[src/rtl/sram_param.sv]
// Single-port byte-writable SRAM with a self-clearing sweep after reset and a
// configurable 1- or 2-cycle registered read path with out-of-range flagging.
module sram_param #(
  parameter int DATA_W = 32,
  parameter int DEPTH  = 32,
  parameter int ADDR_W = 10,
  parameter int RD_LAT = 1
) (
  input  logic                clk,
  input  logic                rst_n,
  input  logic                en,
  input  logic                we,
  input  logic [ADDR_W-1:0]   addr,
  input  logic [DATA_W-1:0]   din,
  input  logic [DATA_W/8-1:0] be,
  output logic                busy,
  output logic [DATA_W-1:0]   dout,
  output logic                rvalid,
  output logic                err
);

  localparam int NBYTES = DATA_W / 8;
  localparam int IDX_W  = (DEPTH > 1) ? $clog2(DEPTH) : 1;
  localparam logic [IDX_W-1:0]  LAST_IDX = IDX_W'(DEPTH - 1);
  localparam logic [ADDR_W:0]   DEPTH_A  = (ADDR_W + 1)'(DEPTH);

  localparam logic [0:0] S_INIT = 1'b0;
  localparam logic [0:0] S_RUN  = 1'b1;

  logic [0:0]        r_state;
  logic [IDX_W-1:0]  r_ptr;
  logic [DATA_W-1:0] r_mem [DEPTH];
  logic [DATA_W-1:0] r_dout;
  logic              r_rvalid;
  logic              r_err;

  logic              w_acc;
  logic              w_rd;
  logic              w_oor;
  logic              w_wr_ok;
  logic              w_wr_err;
  logic [IDX_W-1:0]  w_idx;
  logic [DATA_W-1:0] w_mem_q;
  logic              w_fin_v;
  logic              w_fin_oor;
  logic [DATA_W-1:0] w_fin_d;

  assign busy     = (r_state == S_INIT);
  assign w_acc    = en && (r_state == S_RUN);
  assign w_rd     = w_acc && !we;
  assign w_oor    = ({1'b0, addr} >= DEPTH_A);
  assign w_wr_ok  = w_acc && we && !w_oor;
  assign w_wr_err = w_acc && we && w_oor;
  assign w_idx    = addr[IDX_W-1:0];
  assign w_mem_q  = w_oor ? '0 : r_mem[w_idx];

  always_ff @(posedge clk or negedge rst_n) begin
    if (!rst_n) begin
      r_state <= S_INIT;
      r_ptr   <= '0;
    end else if (r_state == S_INIT) begin
      if (r_ptr == LAST_IDX) begin
        r_state <= S_RUN;
        r_ptr   <= '0;
      end else begin
        r_ptr <= r_ptr + 1'b1;
      end
    end
  end

  // Array has no reset of its own; the INIT sweep is what clears it.
  always_ff @(posedge clk) begin
    if (r_state == S_INIT) begin
      r_mem[r_ptr] <= '0;
    end else if (w_wr_ok) begin
      for (int unsigned i = 0; i < NBYTES; i++) begin
        if (be[i]) r_mem[w_idx][8*i +: 8] <= din[8*i +: 8];
      end
    end
  end

  // Data is captured at the accept edge in both variants, so later writes
  // cannot disturb a read that is already in flight.
  generate
    if (RD_LAT == 2) begin : g_lat2
      logic              r_s1_v;
      logic              r_s1_oor;
      logic [DATA_W-1:0] r_s1_d;

      always_ff @(posedge clk or negedge rst_n) begin
        if (!rst_n) begin
          r_s1_v   <= 1'b0;
          r_s1_oor <= 1'b0;
          r_s1_d   <= '0;
        end else begin
          r_s1_v   <= w_rd;
          r_s1_oor <= w_oor;
          if (w_rd) r_s1_d <= w_mem_q;
        end
      end

      assign w_fin_v   = r_s1_v;
      assign w_fin_oor = r_s1_oor;
      assign w_fin_d   = r_s1_d;
    end else begin : g_lat1
      assign w_fin_v   = w_rd;
      assign w_fin_oor = w_oor;
      assign w_fin_d   = w_mem_q;
    end
  endgenerate

  always_ff @(posedge clk or negedge rst_n) begin
    if (!rst_n) begin
      r_dout   <= '0;
      r_rvalid <= 1'b0;
      r_err    <= 1'b0;
    end else begin
      r_rvalid <= w_fin_v;
      r_err    <= (w_fin_v && w_fin_oor) || w_wr_err;
      if (w_fin_v) r_dout <= w_fin_d;
    end
  end

  assign dout   = r_dout;
  assign rvalid = r_rvalid;
  assign err    = r_err;

endmodule

[config.mk]
export PLATFORM = sky130hd
export DESIGN_NAME = sram_param
export DESIGN_NICKNAME = d
export VERILOG_FILES = /design/src/rtl/sram_param.sv
export SDC_FILE = /design/constraint.sdc
export NUM_CORES = 1
export LEC_CHECK = 0
export CAP_MARGIN = 20
export CORE_MARGIN = 8
export CORE_UTILIZATION = 52
export DETAILED_ROUTE_END_ITERATION = 16
export PLACE_DENSITY = 0.69
export SYNTH_ARGS = -nofsm -noshare
export SYNTH_HDL_FRONTEND = slang
export SYNTH_SLANG_ARGS = --single-unit
[constraint.sdc]
create_clock -name clk -period 5.71 [get_ports clk]
set_input_delay 0.571 -clock clk [delete_from_list [all_inputs] [get_ports clk]]
set_output_delay 0.571 -clock clk [all_outputs]
set_load 0.01 [all_outputs]
After elaboration in Yosys (flattened, before gate mapping)
Memories as Yosys holds them, arrays and structs flattened. Cells that the tools add are included.

Bits in registers: 40. Bits in writable memories: 1024. Input port bits: 50. Output and inout bits: 35. Logic and storage cells: 44. Memories: 1.

Add/subtract/negate cells: 1. Magnitude comparators: 1. Equality and inequality tests: 1. Multiplexer cells: 24. Bitwise gates (word level): 1. Reduce and logical (&&, ||, !) cells: 10.

Memory list: r_mem (words 32, width 32, rd ports 1, clocked after memory_dff 0, wr ports 1, RTL line 32) `logic [DATA_W-1:0] r_mem [DEPTH];`.

Operator list (count): two-way mux 32 bit (2); OR reduction 32 bit (1); two-way mux 1 bit (19); greater-or-equal comparator 10 x 6 -> 1 bit, second input constant (1); two-way mux 5 bit (2); logical AND 1 bit (6); adder 5 x 1 -> 5 bit, second input constant (1); equality test 5 bit, second input constant (1); two-way mux 4 bit (1); zero test 1 bit (2); logical OR 1 bit (1); NOT 1 bit (1).

Depth between registers and ports, before layout
Depth after elaboration: 8. Mapped depth: 8. Mapped depth without buffers: 6.

Worst setup path after synthesis
OpenSTA, ideal clock, no wires.

Path kind: input port to flip-flop. From: in addr[8]. To: mem r_mem[5][24] (enable). Library setup time: 0.370 ns. Data arrival time: 2.776 ns. Data required time: 5.340 ns. Slack: 2.564 ns. Stages: 6. Path buffers: 1. Cell sequence: or4_4 nor4_4 buf_6 mux2i_1 nand2_2 nor2_1.

Cells in the longest elaborated chain, start to end: 8. Elaborated cells between the ends (all ways): 18. Classes of those cells: order compare (1); mux (14); reduce/logical (3).

Ends and longest elaborated chain: from (decl) (RTL line 13) `input logic [ADDR_W-1:0] addr,`; greater-or-equal comparator 10 x 6 -> 1 bit (*) (RTL line 51) `assign w_oor = ({1'b0, addr} >= DEPTH_A);`; zero test 1 bit (*) (RTL line 52) `assign w_wr_ok = w_acc && we && !w_oor;`; logical AND 1 bit (*) (RTL line 52); two-way mux 1 bit (RTL line 75) `end else if (w_wr_ok) begin`; two-way mux 1 bit (RTL line 73) `if (r_state == S_INIT) begin`; two-way mux 1 bit (implied by the code) (RTL line 77) `if (be[i]) r_mem[w_idx][8*i +: 8] <= din[8*i +: 8];`; OR reduction 32 bit (no source line); two-way mux 5 bit (no source line) / two-way mux 4 bit (equally long branches); to (decl) (RTL line 32).

Mark *: on every way between the ends. The rest lies on a longest branch, timed or not.

Worst setup path in the final report
From: in addr[8]. To: mem r_mem[23][22] (enable).

Same word-level chain as after synthesis.

==> flow_summary.yaml <==
status:
  status: "finished, final reports clean"
min_path:
  hp-class: "in -> async"
run:
  drv_cap: 0
drt:
  drt_pass1_iterations: 6
  num_vias: 22600
  drt-initial-drc-count: 3071
  ant_nets: 0
  drc_errors: 0
  wirelength_um: 112000
  wire_per_inst_um: 32.0
  via_per_inst: 6.45
floorplan:
  pin_count: 85
  fp.coreArea_mm2: 0.0800
  row_count: 104
  fp.dieArea_mm2: 0.0896
  start_util_pct: 52.2
  die_w_um: 299
  fp.dieH_um: 299
pwr:
  pwr-share-comb_pct: 2.8
  p_sw_mw: 3.13
  p_leak_nw: 18.0
  cell_internal_pwr_mw: 12.8
  peakVddDrop_mv: 0.223
  p_sw_share_pct: 19.6
  power.density_mw_per_mm2: 337
  seqPwrFrac_pct: 53.0
  clkPwrFrac_pct: 44.2
  power_mw: 15.9
synthesis:
  async_reset_ff_share_pct: 3.76
  yosys.area.top_type: "edfxtp_1"
  seq_area_frac_synth_pct: 76.0
  ys_types: 47
  synth_most_common_cell: "edfxtp_1"
  yosysTopAreaCellShare_pct: 73.6
  syn_area_mm2: 0.0418
  synth_edf_count: 1024
  syn_area_per_cell_um2: 18.5
  yosys_warnings: 0
  synthCells: 2255
  synth_nets: 2307
  synth_area_leaders: "edfxtp_1 74%, mux2i_1 7.2%, mux4_2 5.9%"
  ys_top_cells_by_count: "1,024 x edfxtp_1, 300 x mux2i_1, 148 x nor2_1, 109 x mux4_2, 83 x nand2_1"
  synth_top_flop_cell: "edfxtp_1"
  synth_seq_cells: 1064
critical_path:
  rr_startpoint: "r_state"
  cp_data_arrival_time_ns: 4.49
  reg2reg_to: "r_mem[23][22]"
  endpoint_kind: "flip-flop"
  setup.worst_path.class: "in -> reg"
  cp-start-kind: "primary input"
  required_ns: 5.98
  setup.worst_path.start: "addr[8]"
  critical_path.max_stage_delay_ns: 0.79
  r2r_cells: 7
  path_cells: "clkdlybuf4s50_1 -> or4_4 -> nor4_4 -> buf_4 -> mux2i_1 -> nand2_1 -> nor2_1"
  rrSetupSlack_ns: 1.69
  path_max_fanout: 41
  cp-endpoint: "r_mem[23][22]"
  cp_slowest_cell: "nor2_1"
place:
  routabilityCongestion: 0.872
  dpl.hpwl_um: 70100
  place_area_mm2: 0.0437
  port_buffers: 84
timing:
  rsz0062_at_grt: "false"
  finalSetupTns_ns: 0
  fin_crit_ns: 4.22
  hold_violations: 0
  slew_viol_final: 0
  clock.fmax_ghz: 0.237
  setup_viol: 0
  fin_worst_skew_ns: 0.0161
  min_period_over_period_pct: 73.9
  maxSlewHeadroom_pct: 21.8
  max_slew.worst_pin.slew_ns: 1.17
clock_tree:
  cts_buffers: 101
  cts_post_setup_buffers_inserted: 0
  cts.repair.resized: 0
  hold_buffers: 0
  cts.htree.levels: 3
  cts_num_sinks: 1064
  root_buffer: "clkbuf_16"
  cts_tree: "done"
  clockBufferDepth: 3
  worstSkewPairLatency_ns: 0.65
  clk_pin_slew_ns: 0.07
cells_and_area:
  nets: 2412
  drive_above_1_share_pct: 16.4
  fillers: 5631
  final_area_mm2: 0.0473
  syn_to_final_growth_pct: 13.3
grt:
  grt_start_max_net_pins: 130
  grt_pass1_wl_um: 159000
  antenna_found_initial: 0
  grt_usage_pct: 24.5
  grt_overflow_total: 0
  grt_pass1_vias: 22100
==> flip-flops by register name, summed over array words and instances, names as in the netlist <==
name,flops
r_ptr,5
dout,32
r_mem,1024
err,1
r_state,1
rvalid,1
==> cell type report <==
class / instances / area, um2 / area share, %
multi-input combinational: 1062 / 9470 / 20.0
clock inverter: 60 / 742 / 1.57
clock buffer: 127 / 2770 / 5.85
inverter: 6 / 22.5 / 0.0476
timing repair buffer: 125 / 1220 / 2.58
antenna: 1 / 2.50 / 0.00529
tap: 1060 / 1330 / 2.80
sequential: 1064 / 31800 / 67.1
==> critical path: cells and delay by family <==
family	cells	cell delay, ns
and+or+nand+nor	4	2.40
muxes	1	0.54
buffers and inverters	2	0.95
==> kinds of logic after synthesis <==
logic type	count (synthesis)	share of synthesized area [%]
AO/OA/AOI/OAI	281	4.95
adder cells (fa/ha/maj)	2	0.0599
buffers and inverters	129	1.42
flip-flops	1064	76.0
multiplexers	433	13.7
AND/OR/NAND/NOR	346	3.82
==> power by group through the flow <==
stage | Combinational (mW) | Clock [mW] | Sequential, mW
floorplan | 0.270 | 0 | 8.60
global placement | 0.434 | 0 | 8.60
detailed placement | 0.441 | 0 | 8.60
CTS | 0.443 | 7.08 | 8.43
global route | 0.467 | 7.36 | 8.43
finish | 0.452 | 7.04 | 8.43
==> layout by cell type, fill, tap and decap left out, drive strengths merged, types with 15 or more instances in the layout <==
cell type / instances
o21ai: 61
bufinv: 17
edfxtp: 1024
nor4: 15
a22oi: 59
a22o: 18
o221ai: 18
dfrtp: 40
nor2: 148
clkdlybuf4s50: 78
and2: 36
nand2: 98
a221oi: 36
buf: 47
mux2i: 300
mux4: 109
clkbuf: 127
nor3: 19
clkinv: 35
o22ai: 45
mux2: 24
==> metrics by stage <==
stage / std cells / utilization (%) / worst slack (ns) / hold WS (ns)
2_1_floorplan: 2255 / - / 2.56 / 0.275
3_3_place_gp: 3313 / 54.6 / 1.06 / 0.579
3_5_place_dp: 3314 / 54.6 / 0.903 / 0.574
4_1_cts: 3501 / 59.0 / 1.59 / 0.0983
5_1_grt: 3504 / 59.1 / 1.43 / 0.124
6_report: 3505 / 59.1 / 1.49 / 0.0962
==> per-layer routing <==
| metal | global-route usage (%) | share of wire, % | vias up |
|---|---|---|---|
| li1 | - | - | 9292 |
| met4 | 9.40 | 3.7 | 0 |
| met1 | 35.7 | 40 | 11600 |
| met3 | 4.81 | 11 | 207 |
| met5 | 0 | 0 | - |
| met2 | 36.9 | 45 | 1502 |
==> worst min path at each step <==
stage                to  slack [ns]
6_report        dout[8]         0.1
5_1_grt        dout[10]        0.12
2_1_floorplan   dout[0]        0.28
4_1_cts        dout[16]         0.1
3_5_place_dp   r_ptr[4]        0.57
3_3_place_gp   r_ptr[3]        0.58
No activity file was read; power rests on OpenSTA's default activity.
